## src/rtl/multicycle_control.sv

```systemverilog
// Multi-cycle sequencing controller for the 16-bit datapath: FETCH/DECODE/EXEC/MEM/WB
// with variable-latency memory handshakes, error halt and a retired-instruction counter.
module multicycle_control #(
  parameter int unsigned TIMEOUT = 255,
  parameter int unsigned CNT_W   = 16
) (
  input  logic             i_clk,
  input  logic             i_rst,
  input  logic [3:0]       i_opcode,
  input  logic             i_inst_ready,
  input  logic             i_data_ready,
  output logic             o_inst_req,
  output logic             o_ir_we,
  output logic             o_pc_we,
  output logic             o_reg_dst,
  output logic             o_alu_src,
  output logic             o_mem_to_reg,
  output logic             o_reg_w,
  output logic             o_mem_r,
  output logic             o_mem_w,
  output logic             o_beq,
  output logic             o_bne,
  output logic             o_j,
  output logic [1:0]       o_alu_op,
  output logic             o_halted,
  output logic [1:0]       o_err_code,
  output logic [CNT_W-1:0] o_retire_cnt
);

  typedef enum logic [2:0] {
    S_FETCH, S_DECODE, S_EXEC, S_MEM, S_WB, S_HALT
  } state_t;

  localparam logic [15:0] WAIT_LAST = 16'(TIMEOUT - 1);
  localparam logic [1:0]  ALU_R     = 2'b00;
  localparam logic [1:0]  ALU_CMP   = 2'b01;
  localparam logic [1:0]  ALU_ADDR  = 2'b10;

  state_t             r_state;
  state_t             w_state_nxt;
  logic [15:0]        r_wait_cnt;
  logic [1:0]         r_err_code;
  logic [CNT_W-1:0]   r_retire_cnt;
  logic               w_wait_inc;
  logic               w_err_set;
  logic [1:0]         w_err_val;
  logic               w_timed_out;

  logic w_is_ld, w_is_st, w_is_r, w_is_beq, w_is_bne, w_is_j;
  assign w_is_ld  = (i_opcode == 4'b0000);
  assign w_is_st  = (i_opcode == 4'b0001);
  assign w_is_r   = (i_opcode >= 4'b0010) && (i_opcode <= 4'b1001);
  assign w_is_beq = (i_opcode == 4'b1011);
  assign w_is_bne = (i_opcode == 4'b1100);
  assign w_is_j   = (i_opcode == 4'b1101);

  assign w_timed_out = (r_wait_cnt == WAIT_LAST);

  always_comb begin
    // NOTE: every signal written here gets a default first, so no path can infer a latch.
    w_state_nxt  = r_state;
    w_wait_inc   = 1'b0;
    w_err_set    = 1'b0;
    w_err_val    = 2'b00;
    o_inst_req   = 1'b0;
    o_ir_we      = 1'b0;
    o_pc_we      = 1'b0;
    o_reg_dst    = 1'b0;
    o_alu_src    = 1'b0;
    o_mem_to_reg = 1'b0;
    o_reg_w      = 1'b0;
    o_mem_r      = 1'b0;
    o_mem_w      = 1'b0;
    o_beq        = 1'b0;
    o_bne        = 1'b0;
    o_j          = 1'b0;
    o_alu_op     = ALU_R;
    o_halted     = 1'b0;

    case (r_state)
      S_FETCH: begin
        o_inst_req = 1'b1;
        if (i_inst_ready) begin
          o_ir_we     = 1'b1;
          w_state_nxt = S_DECODE;
        end else if (w_timed_out) begin
          w_state_nxt = S_HALT;
          w_err_set   = 1'b1;
          w_err_val   = 2'b10;
        end else begin
          w_wait_inc = 1'b1;
        end
      end
      S_DECODE: begin
        if (w_is_j) begin
          o_j         = 1'b1;
          o_pc_we     = 1'b1;
          w_state_nxt = S_FETCH;
        end else if (w_is_ld || w_is_st || w_is_r || w_is_beq || w_is_bne) begin
          w_state_nxt = S_EXEC;
        end else begin
          w_state_nxt = S_HALT;
          w_err_set   = 1'b1;
          w_err_val   = 2'b01;
        end
      end
      S_EXEC: begin
        w_state_nxt = S_FETCH;
        if (w_is_r) begin
          o_reg_dst   = 1'b1;
          w_state_nxt = S_WB;
        end else if (w_is_ld || w_is_st) begin
          o_alu_op    = ALU_ADDR;
          o_alu_src   = 1'b1;
          w_state_nxt = S_MEM;
        end else if (w_is_beq || w_is_bne) begin
          // Taken/not-taken is resolved in the datapath; the controller always retires here.
          o_alu_op = ALU_CMP;
          o_beq    = w_is_beq;
          o_bne    = w_is_bne;
          o_pc_we  = 1'b1;
        end
      end
      S_MEM: begin
        o_alu_op  = ALU_ADDR;
        o_alu_src = 1'b1;
        o_mem_r   = w_is_ld;
        o_mem_w   = w_is_st;
        if (!(w_is_ld || w_is_st)) begin
          w_state_nxt = S_FETCH;
        end else if (i_data_ready) begin
          o_pc_we     = w_is_st;
          w_state_nxt = w_is_ld ? S_WB : S_FETCH;
        end else if (w_timed_out) begin
          w_state_nxt = S_HALT;
          w_err_set   = 1'b1;
          w_err_val   = 2'b11;
        end else begin
          w_wait_inc = 1'b1;
        end
      end
      S_WB: begin
        o_reg_w      = 1'b1;
        o_pc_we      = 1'b1;
        o_reg_dst    = w_is_r;
        o_mem_to_reg = w_is_ld;
        w_state_nxt  = S_FETCH;
      end
      S_HALT:  o_halted    = 1'b1;
      default: w_state_nxt = S_FETCH;
    endcase

    // Reset silences every strobe in the same cycle so an aborted instruction commits nothing.
    if (i_rst) begin
      o_inst_req   = 1'b0;
      o_ir_we      = 1'b0;
      o_pc_we      = 1'b0;
      o_reg_dst    = 1'b0;
      o_alu_src    = 1'b0;
      o_mem_to_reg = 1'b0;
      o_reg_w      = 1'b0;
      o_mem_r      = 1'b0;
      o_mem_w      = 1'b0;
      o_beq        = 1'b0;
      o_bne        = 1'b0;
      o_j          = 1'b0;
      o_alu_op     = ALU_R;
      o_halted     = 1'b0;
    end
  end

  always_ff @(posedge i_clk) begin
    // NOTE: sequential state uses non-blocking assignments so all registers update together.
    if (i_rst) begin
      r_state      <= S_FETCH;
      r_wait_cnt   <= '0;
      r_err_code   <= 2'b00;
      r_retire_cnt <= '0;
    end else begin
      r_state <= w_state_nxt;
      if (w_state_nxt != r_state)
        r_wait_cnt <= '0;
      else if (w_wait_inc)
        r_wait_cnt <= r_wait_cnt + 16'd1;
      if (w_err_set)
        r_err_code <= w_err_val;
      if (o_pc_we)
        r_retire_cnt <= r_retire_cnt + CNT_W'(1);
    end
  end

  assign o_err_code   = i_rst ? 2'b00 : r_err_code;
  assign o_retire_cnt = i_rst ? '0 : r_retire_cnt;

endmodule
```

## config.mk

```make
export PLATFORM = sky130hd
export DESIGN_NAME = multicycle_control
export DESIGN_NICKNAME = d
export VERILOG_FILES = /design/src/rtl/multicycle_control.sv
export SDC_FILE = /design/constraint.sdc
export NUM_CORES = 1
export LEC_CHECK = 0
export BUFFER_PORTS_ARGS = -buffer_cell sky130_fd_sc_hd__buf_2
export CORE_MARGIN = 3
export CORE_UTILIZATION = 56
export CTS_CLUSTER_DIAMETER = 80
export DETAILED_ROUTE_END_ITERATION = 12
export PLACE_DENSITY = 0.91
export SLEW_MARGIN = 5
export SYNTH_ARGS = -nofsm -noshare
export SYNTH_HDL_FRONTEND = slang
export SYNTH_SLANG_ARGS = --single-unit
```

## constraint.sdc

```tcl
create_clock -name i_clk -period 2.3 [get_ports i_clk]
set_input_delay 0.46 -clock i_clk [delete_from_list [all_inputs] [get_ports i_clk]]
set_output_delay 0.46 -clock i_clk [all_outputs]
set_load 0.005 [all_outputs]
```

**After elaboration in Yosys (flattened, before gate mapping)**

Index checks and enable logic that the tools add are counted.

- Register bits after elaboration: 37
- Input bits: 8
- Output and inout bits: 33
- Logic and storage cells: 107

- $add $sub $neg: 2
- Order comparisons: 2
- Equal/unequal tests: 11
- Mux-type cells: 79
- Reduce and logical (&&, ||, !) cells: 9

Operators with widths:

| operator | count |
|---|---|
| $mux 1 | 52 |
| $add 16x1->16 const B | 2 |
| $mux 3 | 8 |
| $mux 2 | 10 |
| $eq 16x8->1 const B | 1 |
| $mux 16 | 1 |
| $pmux 3 s5 | 1 |
| $eq 4x4->1 const B | 3 |
| $eq 3x2->1 const B | 2 |
| $eq 3x3->1 const B | 2 |
| $pmux 1 s2 | 3 |
| $pmux 2 s3 | 1 |
| $logic_or 1x1->1 | 5 |
| $eq 4x1->1 const B | 1 |
| $ge 4x2->1 const B | 1 |
| $le 4x4->1 const B | 1 |
| $logic_not 4->1 | 1 |
| $pmux 1 s4 | 1 |
| $pmux 2 s2 | 1 |
| $eq 3x1->1 const B | 1 |
| $logic_not 3->1 | 1 |
| $ne 3x3->1 | 1 |
| $pmux 1 s3 | 1 |
| $reduce_or 2->1 | 1 |
| $logic_and 1x1->1 | 1 |

**Logic depth before layout (Yosys ltp)**

- Depth in word-level cells: 10
- Gate-level depth with buffers: 9
- Mapped depth without buffers: 8

**Worst setup path after synthesis**

OpenSTA, ideal clock, no wires.

- Path type: input-to-reg
- Start point: in i_opcode[0]
- End point: reg r_retire_cnt[15]
- Setup time: 114 ps
- Arrival time: 1,840 ps
- Data required time: 2,186 ps
- Setup slack: 346 ps
- Cell stages on the path: 6
- Path buffers: 1
- Path through: buf_2 -> nor3b_2 -> o211ai_1 -> and3_4 -> or4b_4 -> a21o_1

- Longest elaborated chain between the ends: 7
- Elaborated cells between the ends (all ways): 18
- Classes of those cells: order compare: 2; eq/ne: 4; mux: 8; reduce/logical: 4

Ends and longest elaborated chain:

| element | RTL line | RTL |
|---|---|---|
| start, declared | 9 | `input logic [3:0] i_opcode,` |
| $eq 4x4->1 (on tied branches) | 53, 54 |  |
| $logic_or 1x1->1 | 116 | `end else if (w_is_beq \|\| w_is_bne) begin` |
| $mux 1 | 116 |  |
| $mux 1 | 112 | `end else if (w_is_ld \|\| w_is_st) begin` |
| $mux 1 | 109 | `if (w_is_r) begin` |
| $pmux 1 s4 (*) | 80 | `case (r_state)` |
| $mux 1 (*) | 154 | `if (i_rst) begin` |
| end signal, assigned | 188 | `r_retire_cnt <= r_retire_cnt + CNT_W'(1);` |
| end, declared | 43 | `logic [CNT_W-1:0] r_retire_cnt;` |

Every way passes the cells marked *; elsewhere a longest branch is shown, timed or not.
A chain may end at the register's enable or synchronous reset.

**Worst setup path in the final report**

- Start point: reg r_state[0]
- End point: out o_pc_we

- Longest elaborated chain between the ends: 3
- Elaborated cells between the ends (all ways): 6
- Classes of those cells: eq/ne: 4; mux: 2

Ends and longest elaborated chain:

| element | RTL line | RTL |
|---|---|---|
| start, declared | 39 | `state_t r_state;` |
| start signal, assigned | 180 | `r_state <= w_state_nxt;` |
| $eq 3x3->1 (tied with other cells) | 80 |  |
| $pmux 1 s4 (*) | 80 |  |
| $mux 1 (*) | 154 |  |
| end, declared | 14 | `output logic o_pc_we,` |

Marks and branches as above.

==> summary.txt <==
Clock network
  – CTS clk-pin slew, worst paths: 0.08 ns
  – CTS Buffer Depth: 2
  – CTS tree: built
  – Total CTS buffers: 5
  – Hold-fix buffers, CTS: 0
  – H-Tree Depth: 2
  – Root Buffer: clkbuf_8
  – Clock latency on the worst-skew pair: 0.29 ns
  – Clock sinks: 37

Floorplanning
  – DIE AREA: 5150 sq um
  – Core area: 4090 sq um
  – Die width: 71.8 um
  – Die Y: 71.8 um
  – Site Rows: 23
  – Initial Util: 59.2%
  – Number of I/O pins: 41

Logic synthesis
  – Yosys reg bits: 37
  – Sequential element share of the synthesized area: 30.6%
  – Top-area cell type share of the netlist area: 30.6%
  – Post-synth EDFFs: 0
  – Most common cell in the netlist: nor2_1
  – Yosys warning count: 0
  – Syn Area/Cell: 7.96 sq um
  – Syn nets: 315
  – Cell types with the highest counts after synthesis: nor2_1, dfxtp_1, nand2_1
  – Post-Synthesis Cells: 304
  – Area of the mapped netlist: 2420 sq um
  – Ys async rst share: 0%
  – Yosys cell types: 58
  – Synth top area cells: dfxtp_1, nor2_1, xor2_1
  – Ys flop type: dfxtp_1
  – Area leader, netlist: dfxtp_1

Cells and area
  – Share of cells above drive strength 1: 24.0%
  – Final instance count without filler cells: 400
  – Finished Cell Area: 2820 sq um
  – Syn-to-layout area delta: 16.3%
  – Fillers: 326
  – Nets: 360
  – Number of diodes: 0

GRT
  – First-pass GRT wire length: 10000 um
  – Vias in the first global route: 2151
  – Tot GR Track Use: 24.1%
  – Grt total ovfl: 0
  – Largest net degree at the start of global routing: 22
  – Initial antenna violation count: 0

Setup path
  – Critical path's top delay family: flip-flops
  – CP max-delay cell: dfxtp_1
  – CP max stage delay: 0.66 ns
  – Max FO, Critical Path: 14
  – Critical Path End Type: output port
  – WP buf/inv: 2
  – Crit path required time: 1.84 ns
  – WP data arrival: 1.79 ns
  – Startpoint types: register
  – Critical setup path kind: reg2out
  – CP Cell Sequence: buf_4, or2_1, and3_4, nor2_1, buf_2
  – Worst reg-to-reg setup slack: 0.18 ns

STA
  – Final Max Slew Viols: 0
  – Maximum clock rate: 0.444 GHz
  – RSZ-0062 raised after global routing: true
  – Final min period: 2.25 ns
  – Slew @ Worst Pin: 0.646 ns
  – Final setup viols: 0
  – Final Hold Violating Endpoints: 0
  – Worst Skew: 0.00836 ns
  – Fin crit share: 97.9%
  – Worst slew margin: 56.9%

Placement
  – Detailed-placement wirelength estimate: 4240 um
  – Placed insts: 392
  – Input/output buffers: 40
  – DP Area: 2710 sq um
  – GP Congestion: 0.982

Routing
  – TritonRoute pass-1 iters: 5
  – Drt wl/cell: 15.1 um
  – Vias: 2437
  – DRC Markers: 0
  – Detail Route Antenna Nets: 0
  – Final wirelength: 6030 um
  – Post-DR vias/cell: 6.09
  – 1st-iter DRT viols: 210

Status
  – Status: completed

Hold path
  – Hold crit path type: reg2reg

Flow run
  – Max-Cap Viols: 0

Power and ir drop
  – Peak supply drop: 0.346 mV
  – Leakage: 0.00117 uW
  – Pwr Density: 506 nW/um^2
state kept, by name, summed over array words and instances, names as in the netlist:
name,cells
r_err_code,2
r_retire_cnt,16
r_state,3
r_wait_cnt,16
final cells by class:
cell class / count / area [sq um] / area share [%]
well taps: 50 / 62.6 / 2.22
flip-flops and latches: 37 / 743 / 26.4
repair buffers: 58 / 335 / 11.9
clock buffers: 7 / 96.3 / 3.42
clock inverters: 1 / 5.00 / 0.178
inverters: 3 / 11.3 / 0.400
multi-input cells: 244 / 1560 / 55.5
per-layer routing:
metal / global-route usage, % / part of all wire [%]
met1: 31.9 / 43
met2: 38.3 / 46
met3: 5.47 / 8.4
met4: 8.77 / 2.0
met5: 0 / 0
tightest hold or removal path, cell delays in order (launching register included):
cell     delay, ns
dfxtp_1       0.34
o21ai_0       0.08
a21oi_1       0.06
metrics by stage:
step	hold WS, ns	utilization [%]	total power, uW	TNS [ns]	setup WS (ns)
after CTS	0.515	68.8	1430	0	0.0297
after global routing	0.538	68.9	1480	-0.0602	-0.0602
after global placement	0.485	66.4	922	0	0.208
after detailed placement	0.504	66.4	931	0	0.154
final	0.518	68.9	1430	0	0.0485
after floorplan	0.472	-	858	0	0.346
repair_timing:
item,4_1_cts,5_1_grt
resized for setup,0,3
setup buffers,0,0
setup endpoints to repair,0,15
path summary, 6_finish.rpt:
path                                                      end  cells past startpoint                    startpoint
worst max-delay path                                  o_pc_we                      5         r_state[0]$_SDFF_PP0_
worst min-delay path             r_retire_cnt[4]$_SDFFE_PP0P_                      2  r_retire_cnt[4]$_SDFFE_PP0P_
worst max register to register  r_retire_cnt[15]$_SDFFE_PP0P_                      5         r_state[0]$_SDFF_PP0_
worst min register to register   r_retire_cnt[4]$_SDFFE_PP0P_                      2  r_retire_cnt[4]$_SDFFE_PP0P_
power breakdown:
part / switching, uW / internal [uW] / leakage (uW)
clock: 231 / 271 / 0.0000542
combinational: 150 / 98.5 / 0.000812
sequential: 24.1 / 651 / 0.000299
total: 405 / 1020 / 0.00117
cells by family after synthesis:
kind of cell	after synthesis	share of synthesized area (%)
simple gates	178	42.3
flops	37	30.6
compound gates	32	9.10
xor+xnor	26	9.41
mux	5	2.17
fa+ha+maj	3	1.55
buf+inv	23	4.91
cells in the final DEF (no fill, tap or decap), types with 2 or more instances in the layout:
cell	n
nor2_1	40
nor3b_2	2
buf_2	40
and3_1	2
xor2_1	15
nor4_2	2
inv_1	3
ha_1	3
nand4_1	11
dfxtp_1	35
nor2b_1	18
or3_1	2
o22ai_1	3
and3b_1	4
nand2b_1	6
a31oi_1	2
o211ai_1	3
nand2_1	29
and4_1	6
and2_1	3
clkbuf_8	7
nor4_1	6
and4bb_2	2
nor4b_1	2
nor3_2	3
xnor2_1	11
mux2i_1	3
o21ai_0	5
dfxtp_2	2
a21boi_0	3
nor3_1	14
a21oi_1	5
nand3_1	13
buf_4	18
nor3b_1	3
(Power assumes the default switching activity.)
